<file path="src/rtl/mac_sequencer_pkg.sv">
// Shared definitions for the MAC tile sequencer.
// FSM state encodings, flush length and operand lane indices.
// Pure definitions; no logic, no latency, no backpressure.
package mac_sequencer_pkg;

    typedef enum logic [2:0] {
        IDLE     = 3'd0,
        CLEAR    = 3'd1,
        FEED     = 3'd2,
        FLUSH    = 3'd3,
        WAIT_ACC = 3'd4,
        OUTPUT   = 3'd5
    } state_t;

    // Buffer read latency (1) plus the extra lane1 skew stage (2) after the last read
    localparam int FLUSH_CYCLES = 3;

    // Lane positions inside a 2*WIDTH operand buffer word
    localparam int LANE0 = 0;
    localparam int LANE1 = 1;

endpackage

</file>
<file path="src/rtl/mac_skew_feeder.sv">
// Operand skew registers: lane0 delayed 1 stage, lane1 delayed 2 stages.
// Latency: lane0 1 cycle, lane1 2 cycles from valid read data.
// No backpressure; data without a valid read behind it becomes zero.
module mac_skew_feeder
    import mac_sequencer_pkg::*;
#(
    parameter int WIDTH = 16
) (
    input  logic               clk,
    input  logic               rst,
    input  logic               i_vld,
    input  logic [2*WIDTH-1:0] i_a_dat,
    input  logic [2*WIDTH-1:0] i_b_dat,
    output logic [WIDTH-1:0]   o_west0,
    output logic [WIDTH-1:0]   o_west2,
    output logic [WIDTH-1:0]   o_north0,
    output logic [WIDTH-1:0]   o_north1
);

    logic [WIDTH-1:0] r_west0;
    logic [WIDTH-1:0] r_north0;
    logic [WIDTH-1:0] r_a1_s1;
    logic [WIDTH-1:0] r_b1_s1;
    logic [WIDTH-1:0] r_west2;
    logic [WIDTH-1:0] r_north1;

    // Register lane0 once and lane1 twice so the second MAC row/column lags by a cycle
    always_ff @(posedge clk) begin
        if (rst) begin
            r_west0  <= '0;
            r_north0 <= '0;
            r_a1_s1  <= '0;
            r_b1_s1  <= '0;
            r_west2  <= '0;
            r_north1 <= '0;
        end else begin
            r_west0  <= i_vld ? i_a_dat[LANE0*WIDTH +: WIDTH] : '0;
            r_north0 <= i_vld ? i_b_dat[LANE0*WIDTH +: WIDTH] : '0;
            r_a1_s1  <= i_vld ? i_a_dat[LANE1*WIDTH +: WIDTH] : '0;
            r_b1_s1  <= i_vld ? i_b_dat[LANE1*WIDTH +: WIDTH] : '0;
            r_west2  <= r_a1_s1;
            r_north1 <= r_b1_s1;
        end
    end

    assign o_west0  = r_west0;
    assign o_north0 = r_north0;
    assign o_west2  = r_west2;
    assign o_north1 = r_north1;

endmodule

</file>
<file path="src/rtl/mac_sequencer.sv">
// Sequences tiled 2x2 MAC jobs: clear, stream K operands, flush, capture result.
// Latency per tile: 1 clear + INNER_DIMENSION feed + 3 flush + acc wait + output.
// Result register holds until res_ready; next tile's reads wait for that handshake.
module mac_sequencer
    import mac_sequencer_pkg::*;
#(
    parameter int WIDTH           = 16,
    parameter int CHUNK_SIZE      = 4,
    parameter int INNER_DIMENSION = 64,
    parameter int AW              = 12,
    parameter int TW              = 8
) (
    input  logic                        clk,
    input  logic                        rst,
    input  logic                        start,
    input  logic [TW-1:0]               num_tiles,
    output logic                        busy,
    output logic                        done,
    output logic                        a_rd_en,
    output logic                        b_rd_en,
    output logic [AW-1:0]               a_rd_addr,
    output logic [AW-1:0]               b_rd_addr,
    input  logic [2*WIDTH-1:0]          a_rd_data,
    input  logic [2*WIDTH-1:0]          b_rd_data,
    output logic                        mac_rst_n,
    output logic                        mac_reset_acc,
    output logic [WIDTH-1:0]            mac_west0,
    output logic [WIDTH-1:0]            mac_west2,
    output logic [WIDTH-1:0]            mac_north0,
    output logic [WIDTH-1:0]            mac_north1,
    input  logic                        mac_acc_done,
    input  logic [WIDTH*CHUNK_SIZE-1:0] mac_out,
    output logic                        res_valid,
    input  logic                        res_ready,
    output logic [WIDTH*CHUNK_SIZE-1:0] res_data,
    output logic [TW-1:0]               res_tile
);

    localparam int KW = $clog2(INNER_DIMENSION + FLUSH_CYCLES + 1);

    state_t                      r_state;
    state_t                      w_state_nxt;
    logic [TW-1:0]               r_tile;
    logic [TW-1:0]               w_tile_nxt;
    logic [TW-1:0]               r_num_tiles;
    logic [TW-1:0]               w_num_tiles_nxt;
    logic [KW-1:0]               r_k;
    logic [KW-1:0]               w_k_nxt;
    logic                        w_capture;
    logic                        w_res_clr;
    logic                        w_done_nxt;
    logic [AW-1:0]               w_addr_nxt;

    logic                        r_busy;
    logic                        r_done;
    logic                        r_rd_en;
    logic                        r_rd_vld;
    logic [AW-1:0]               r_rd_addr;
    logic                        r_mac_run;
    logic                        r_res_valid;
    logic [WIDTH*CHUNK_SIZE-1:0] r_res_data;
    logic [TW-1:0]               r_res_tile;

    // Address wraps modulo 2^AW by truncation
    assign w_addr_nxt = AW'(int'(w_tile_nxt) * INNER_DIMENSION + int'(w_k_nxt));

    // State, tile index, job length and feed/flush counter
    always_ff @(posedge clk) begin
        if (rst) begin
            r_state     <= IDLE;
            r_tile      <= '0;
            r_num_tiles <= '0;
            r_k         <= '0;
        end else begin
            r_state     <= w_state_nxt;
            r_tile      <= w_tile_nxt;
            r_num_tiles <= w_num_tiles_nxt;
            r_k         <= w_k_nxt;
        end
    end

    // Next-state logic plus capture/clear/done strobes for the output registers
    always_comb begin
        w_state_nxt     = r_state;
        w_tile_nxt      = r_tile;
        w_num_tiles_nxt = r_num_tiles;
        w_k_nxt         = r_k;
        w_capture       = 1'b0;
        w_res_clr       = 1'b0;
        w_done_nxt      = 1'b0;
        case (r_state)
            IDLE: begin
                if (start) begin
                    if (num_tiles != '0) begin
                        w_state_nxt     = CLEAR;
                        w_tile_nxt      = '0;
                        w_num_tiles_nxt = num_tiles;
                    end else begin
                        w_done_nxt = 1'b1;
                    end
                end
            end
            CLEAR: begin
                w_state_nxt = FEED;
                w_k_nxt     = '0;
            end
            FEED: begin
                if (r_k == KW'(INNER_DIMENSION - 1)) begin
                    w_state_nxt = FLUSH;
                    w_k_nxt     = '0;
                end else begin
                    w_k_nxt = r_k + KW'(1);
                end
            end
            FLUSH: begin
                if (mac_acc_done) begin
                    w_capture   = 1'b1;
                    w_state_nxt = OUTPUT;
                end else if (r_k == KW'(FLUSH_CYCLES - 1)) begin
                    w_state_nxt = WAIT_ACC;
                    w_k_nxt     = '0;
                end else begin
                    w_k_nxt = r_k + KW'(1);
                end
            end
            WAIT_ACC: begin
                if (mac_acc_done) begin
                    w_capture   = 1'b1;
                    w_state_nxt = OUTPUT;
                end
            end
            OUTPUT: begin
                if (r_res_valid && res_ready) begin
                    w_res_clr = 1'b1;
                    if (r_tile == r_num_tiles - TW'(1)) begin
                        w_state_nxt = IDLE;
                        w_done_nxt  = 1'b1;
                    end else begin
                        w_state_nxt = CLEAR;
                        w_tile_nxt  = r_tile + TW'(1);
                    end
                end
            end
            default: w_state_nxt = IDLE;
        endcase
    end

    // Registered outputs, all derived from the next state so they align with it
    always_ff @(posedge clk) begin
        if (rst) begin
            r_busy      <= 1'b0;
            r_done      <= 1'b0;
            r_rd_en     <= 1'b0;
            r_rd_vld    <= 1'b0;
            r_rd_addr   <= '0;
            r_mac_run   <= 1'b0;
            r_res_valid <= 1'b0;
            r_res_data  <= '0;
            r_res_tile  <= '0;
        end else begin
            r_busy    <= (w_state_nxt != IDLE) || w_done_nxt;
            r_done    <= w_done_nxt;
            r_rd_en   <= (w_state_nxt == FEED);
            r_rd_addr <= (w_state_nxt == FEED) ? w_addr_nxt : '0;
            r_rd_vld  <= r_rd_en;
            r_mac_run <= !(w_state_nxt inside {IDLE, CLEAR});
            if (w_capture) begin
                r_res_valid <= 1'b1;
                r_res_data  <= mac_out;
                r_res_tile  <= r_tile;
            end else if (w_res_clr) begin
                r_res_valid <= 1'b0;
            end
        end
    end

    mac_skew_feeder #(
        .WIDTH (WIDTH)
    ) u_feeder (
        .clk      (clk),
        .rst      (rst),
        .i_vld    (r_rd_vld),
        .i_a_dat  (a_rd_data),
        .i_b_dat  (b_rd_data),
        .o_west0  (mac_west0),
        .o_west2  (mac_west2),
        .o_north0 (mac_north0),
        .o_north1 (mac_north1)
    );

    assign busy          = r_busy;
    assign done          = r_done;
    assign a_rd_en       = r_rd_en;
    assign b_rd_en       = r_rd_en;
    assign a_rd_addr     = r_rd_addr;
    assign b_rd_addr     = r_rd_addr;
    assign mac_rst_n     = r_mac_run;
    assign mac_reset_acc = r_mac_run;
    assign res_valid     = r_res_valid;
    assign res_data      = r_res_data;
    assign res_tile      = r_res_tile;

endmodule

</file>
<file path="config.mk">
export PLATFORM = sky130hd
export DESIGN_NAME = mac_sequencer
export DESIGN_NICKNAME = d
export VERILOG_FILES = /design/src/rtl/mac_sequencer_pkg.sv /design/src/rtl/mac_skew_feeder.sv /design/src/rtl/mac_sequencer.sv
export SDC_FILE = /design/constraint.sdc
export NUM_CORES = 1
export LEC_CHECK = 0
export BUFFER_PORTS_ARGS = -buffer_cell sky130_fd_sc_hd__buf_2
export CAP_MARGIN = 20
export CELL_PAD_IN_SITES_DETAIL_PLACEMENT = 0
export CELL_PAD_IN_SITES_GLOBAL_PLACEMENT = 1
export CORE_MARGIN = 4
export CORE_UTILIZATION = 36
export CTS_BUF_LIST = sky130_fd_sc_hd__clkbuf_4
export DETAILED_ROUTE_END_ITERATION = 7
export GPL_ROUTABILITY_DRIVEN = 0
export PLACE_DENSITY = 0.8
export SLEW_MARGIN = 10
export SYNTH_ARGS = -nofsm -noshare
export SYNTH_HDL_FRONTEND = slang
export SYNTH_SLANG_ARGS = --single-unit
export TNS_END_PERCENT = 10
</file>
<file path="constraint.sdc">
create_clock -name clk -period 4.1 [get_ports clk]
set_input_delay 0.41 -clock clk [delete_from_list [all_inputs] [get_ports clk]]
set_output_delay 0.41 -clock clk [all_outputs]
set_load 0.02 [all_outputs]
</file>
# Yosys cells after proc, flatten, opt, wreduce, memory -nomap -nowiden
# Index checks and enable logic that the tools add are counted.
# Widths: inputs -> output; s select.
# word_totals
romBits	0
regBits	212
latch_bits	0
ram_bits	0
out_inout_bits	167
inputBits	141
n_memories	0
wordCells	77
# classes
eq_ne	10
muxes	29
div	0
add_sub_neg	4
n_reduce_logical	13
mul	0
order_cmp	0
bitwise_logic	2
shifts	0
# ops
op	count
$mux 8	4
$mux 3	7
$mux 7	3
$pmux 7 s3	1
$pmux 3 s6	1
$pmux 8 s2	1
$add 12x7->12	1
$mux 1	11
$eq 3x2->1 const B	3
$add 8x1->8 const B	1
$eq 8x8->1	1
$reduce_bool 8->1	1
$sub 8x1->8 const B	1
$add 7x1->7 const B	1
$eq 7x2->1 const B	1
$eq 7x6->1 const B	1
$eq 3x1->1 const B	2
$eq 3x3->1 const B	2
$logic_not 3->1	2
$reduce_or 2->1	3
$reduce_bool 2->1	2
$reduce_and 3->1	1
$reduce_bool 3->1	1
$not 1->1	2
4 further kinds	4

# Logic depth before layout (Yosys ltp)
# depth
word_depth	8
ltp_mapped	14
ltp_nobuf	14

# Hierarchy
# From an unflattened synthesis, not the netlist that was laid out.
# hier_totals
hier_cells	813
area_unflattened_um2	7571.0
# modules_own_cells
mod	cells_each	instances	seq_area_each_um2	area_each_um2
mac_sequencer	604	1	2322.2	4773.3
mac_skew_feeder	209	1	1921.8	2797.7

# Worst setup path before layout
# Ideal clock, no wire load.
# synth_path
kind	register to register
startpoint	register r_num_tiles[0]
endpoint	register r_rd_addr[10], in the netlist a_rd_addr[10]
synth_period_minus_slack_ps	3168
t_arrival_ps	3037
path_slack_ps	932
required_time_ps	3969
setup_ps	131
n_path_buf	0
path_stages_with_launch	13
cell_sequence	dfxtp_1 > or4_4 > or4b_1 > a21oi_2 > o311ai_2 > nand2_1 > nand3_1 > o21ai_0 > ha_1 > o2111ai_1 > a22oi_4 > nand3_1 > nor3b_2
# synth_via
word_cells_on_any_way	12
classes_between	2 x add/sub; 2 x eq/ne; 6 x mux; 1 x bitwise; 1 x reduce/logical
# synth_lines
item	line_no	rtl
from (decl)	mac_sequencer.sv:45	logic [TW-1:0] r_num_tiles;
from (signal assigned)	mac_sequencer.sv:77	r_num_tiles <= w_num_tiles_nxt;
$sub 8x1->8	mac_sequencer.sv:135	if (r_tile == r_num_tiles - TW'(1)) begin
$eq 8x8->1	mac_sequencer.sv:135	
$mux 8	mac_sequencer.sv:135	
$mux 8	mac_sequencer.sv:133	if (r_res_valid && res_ready) begin
$pmux 8 s2	mac_sequencer.sv:91	case (r_state)
via w_tile_nxt[0]	mac_sequencer.sv:44	logic [TW-1:0] w_tile_nxt;
$add 12x7->12	mac_sequencer.sv:65	assign w_addr_nxt = AW'(int'(w_tile_nxt) * INNER_DIMENSION + int'(w_k_nxt));
to (signal assigned)	mac_sequencer.sv:164	r_rd_addr <= (w_state_nxt == FEED) ? w_addr_nxt : '0;
to (decl)	mac_sequencer.sv:58	logic [AW-1:0] r_rd_addr;
# The timed path passes the listed nets, and every way through them passes these cells.
# A chain may end at the register's enable or synchronous reset.

# Worst setup path after layout
# Ends and elaborated chain as after synthesis.

==> metrics <==
TritonCTS buffer count 56; Die Span Y 150 um; cell area after synthesis 7300 sq um; antenna-violating nets left 0; number of hold violations in the final report 0; fraction of the yosys area taken by sequential cells 0.581; post-route setup TNS 0 ps; final critical delay including setup and external delays 3520 ps; number of DRC markers in iteration 0 213; number of cells produced by synthesis 791; Synth top area share 0.581; startpoint type of the worst setup path register; Via Count 6919; leading cell type by number of instances after synthesis dfxtp_1; DIE AREA 22600 sq um; slowest cell on the critical path or4_4; Ys Warns 0; path type of the worst min-delay path primary input to register; ordered list of cells on the worst path or4_4 -> or4b_1 -> a21oi_2 -> o311ai_2 -> nand2_1 -> nand3_1 -> o21ai_0 -> ha_1 -> o2111ai_1 -> a22oi_4 -> nand3_1 -> nor3b_2; pin count of the biggest net entering global routing 87; CP arrival 4010 ps; register clock-pin slew on the reported worst setup and hold paths 60 ps; largest family of logic cells by synthesized area simple AND/OR/NAND/NOR gates; number of flops mapped to enable cells by yosys 0; CTS H-tree depth 2; I/O pin count 308; DRT Wirelength 21800 um; Layout Area Growth over Synthesis 51.5%; Final nets 1386; unrepaired setup endpoints after global routing false; Pre-Repair DR Iteration Count 4; number of vias per cell 4.48; share of async-settable or async-resettable flops after synthesis 0; number of instances in the placed design 1311; Primary FF master, synth dfxtp_1; leading post-synthesis cells by instance count 212 x dfxtp_1, 176 x nand2_1, 96 x a21oi_1, 68 x and2_1, 43 x nor2b_1; biggest area consumer among synthesized cells dfxtp_1; number of cells on the worst hold path 4; top fanout value on the critical path 7; clock latency on the worst-skew pair 650 ps; upper clock frequency limit 0.284 GHz; Reg2Reg Launch Point r_num_tiles[0]; portion of total power attributed to the clock network 0.427; multiplexer share of the synthesized area 0.00685; switching share of total power 0.236; Crit path required time 4590 ps; maximum clock path buffer count 3; aggregate global routing overflow 0; max-capacitance violation count 0; post-synthesis adder-cell area fraction 0.00856; synthesized netlist net count 937; worst r2r path cells 12; r2r endpoint a_rd_addr[10]; switching power 1.04 mW; Non-Filler Cell Area, Final 11100 sq um; via count of the first global-routing pass 7080; total number of placement rows 51; number of clock sinks seen by CTS 212; average wire per standard cell 14.1 um; leading cell types by total area after synthesis dfxtp_1 58%, nand2_1 9.0%, a21oi_1 6.6%, and2_1 5.8%, nor2b_1 3.7%; power share of the combinational group 0.090; Worst Tran Pin Value 911 ps; run status finished clean; final number of max-transition violations 0; slack of the worst reg-to-reg path 580 ps; power share of the sequential group 0.483; fraction of synthesized cell area in xor and xnor cells 0.0120; combined global-route utilization of all metal layers 0.187; capture point of the worst path a_rd_addr[10]; placed standard-cell area 8970 sq um; PortBufs 307; Chip Width 150 um; initial antenna violation count 1; final setup fails 0; category of the worst setup path capture point register; CTS tree done; worst slew margin relative to its limit 0.393; simple-gate share of the synthesized area 0.247; buffers inserted by post-CTS timing repair 0; synthesized-area fraction occupied by ao, oa, aoi and oai cells 0.103; fraction of layout instances using a drive strength above 1 0.330; internal power component 3.36 mW; static power due to leakage 5.08 nW; synth unique cells 54; filler instances 1773; worst setup path startpoint r_num_tiles[0]; initial cell density of the core 0.370; filler-free cell count of the finished design 1544; Final Total Pwr 4.40 mW; Worst Setup Path Type register to register; clock skew 34.7 ps; post-synthesis average cell area 9.23 sq um; synthesized flop and latch total 212; first-pass GRT wire length 34400 um; detailed placement HPWL 13600 um; CTS Root Buffer Type clkbuf_4; DRC Markers 0; CP max stage delay 590 ps; areal power density over the cells 398 nW/um^2; core area 19700 sq um; area used by multi-input combinational logic 2780 sq um; most numerous cell on the critical path nand3_1; peak ir drop on the vdd network 0.305 mV; fraction of the cycle the final worst path needs 0.858; FF+latch area 4240 sq um
==> metal layers <==
| layer | GRT usage | vias to the layer above | routed length [um] |
|---|---|---|---|
| met5 | 0 | - | 0 |
| met4 | 0.0732 | 0 | 575 |
| met3 | 0.0783 | 49 | 2190 |
| met2 | 0.321 | 271 | 10600 |
| met1 | 0.206 | 3098 | 8440 |
| li1 | - | 3501 | - |
==> worst min path at each step <==
stage                         start                   end
2_1_floorplan   u_feeder.r_b1_s1[0]  u_feeder.o_north1[0]
3_3_place_gp   u_feeder.r_a1_s1[15]  u_feeder.o_west2[15]
3_5_place_dp    u_feeder.r_b1_s1[2]  u_feeder.o_north1[2]
6_report                  res_ready             res_valid
4_1_cts                   res_ready             res_valid
5_1_grt                   res_ready             res_valid
==> worst max-delay path, delay by kind of cell (launching register included) <==
kind	cells	cell delay, ps
flops	1	350
simple gates	6	1740
fa+ha+maj	1	230
compound gates	5	1050
==> state kept, by name (all words and copies together), names as in the netlist, 12 cells and up <==
| register | flops |
|---|---|
| u_feeder.o_north1 | 16 |
| u_feeder.o_north0 | 16 |
| a_rd_addr | 12 |
| u_feeder.r_a1_s1 | 16 |
| res_data | 64 |
| u_feeder.o_west2 | 16 |
| u_feeder.o_west0 | 16 |
| u_feeder.r_b1_s1 | 16 |
==> power groups by stage <==
stage / registers [mW] / logic [mW] / clock network [mW]
6_report: 2.13 / 0.398 / 1.88
5_1_grt: 2.13 / 0.437 / 2.07
4_1_cts: 2.12 / 0.395 / 1.95
3_5_place_dp: 2.17 / 0.291 / 0
3_3_place_gp: 2.17 / 0.291 / 0
2_1_floorplan: 2.19 / 0.143 / 0
==> kinds of logic (layout without fill, tap and decap cells) <==
family | count (synthesis) | after routing
AND/OR/NAND/NOR | 368 | 368
flip-flops | 212 | 212
AO/OA/AOI/OAI | 127 | 127
buffers and inverters | 65 | 551
XOR/XNOR | 10 | 10
adder cells (fa/ha/maj) | 5 | 5
multiplexers | 4 | 4
other | 0 | 2
==> what timing repair did <==
action	in CTS	in global routing
hold endpoints to repair	136	0
resized for setup	0	0
hold buffers	136	0
==> layout make-up <==
type / count / area share
repair buffers: 450 / 0.267
inverters: 6 / 0.00204
well taps: 265 / 0.0300
clock buffers: 85 / 0.0577
diodes: 2 / 0.000452
multi-input cells: 514 / 0.251
clock inverters: 10 / 0.00859
flip-flops and latches: 212 / 0.383
==> per-stage QoR <==
| stage | hold WS, ps | utilization | setup slack, ps |
|---|---|---|---|
| global route | 79.6 | 0.561 | 234 |
| floorplan | 414 | - | 932 |
| finish | 116 | 0.561 | 583 |
| CTS | 36.6 | 0.561 | 579 |
| detailed placement | 421 | 0.455 | 627 |
| global placement | 415 | 0.455 | 738 |
==> layout by cell type (no fill, tap or decap), types with 6 or more instances in the layout <==
cell / Yosys / routed
a21oi_1: 96 / 96
and2_1: 68 / 68
and3_1: 8 / 8
buf_2: 1 / 306
buf_4: 14 / 8
clkbuf_4: 0 / 85
clkinv_1: 0 / 7
dfxtp_1: 212 / 212
dlygate4sd3_1: 0 / 136
inv_1: 6 / 6
nand2_1: 176 / 176
nand3_1: 11 / 11
nor2_1: 29 / 29
nor2b_1: 43 / 42
nor3_1: 9 / 9
xnor2_1: 7 / 7
No activity file was read; power rests on OpenSTA's default activity.
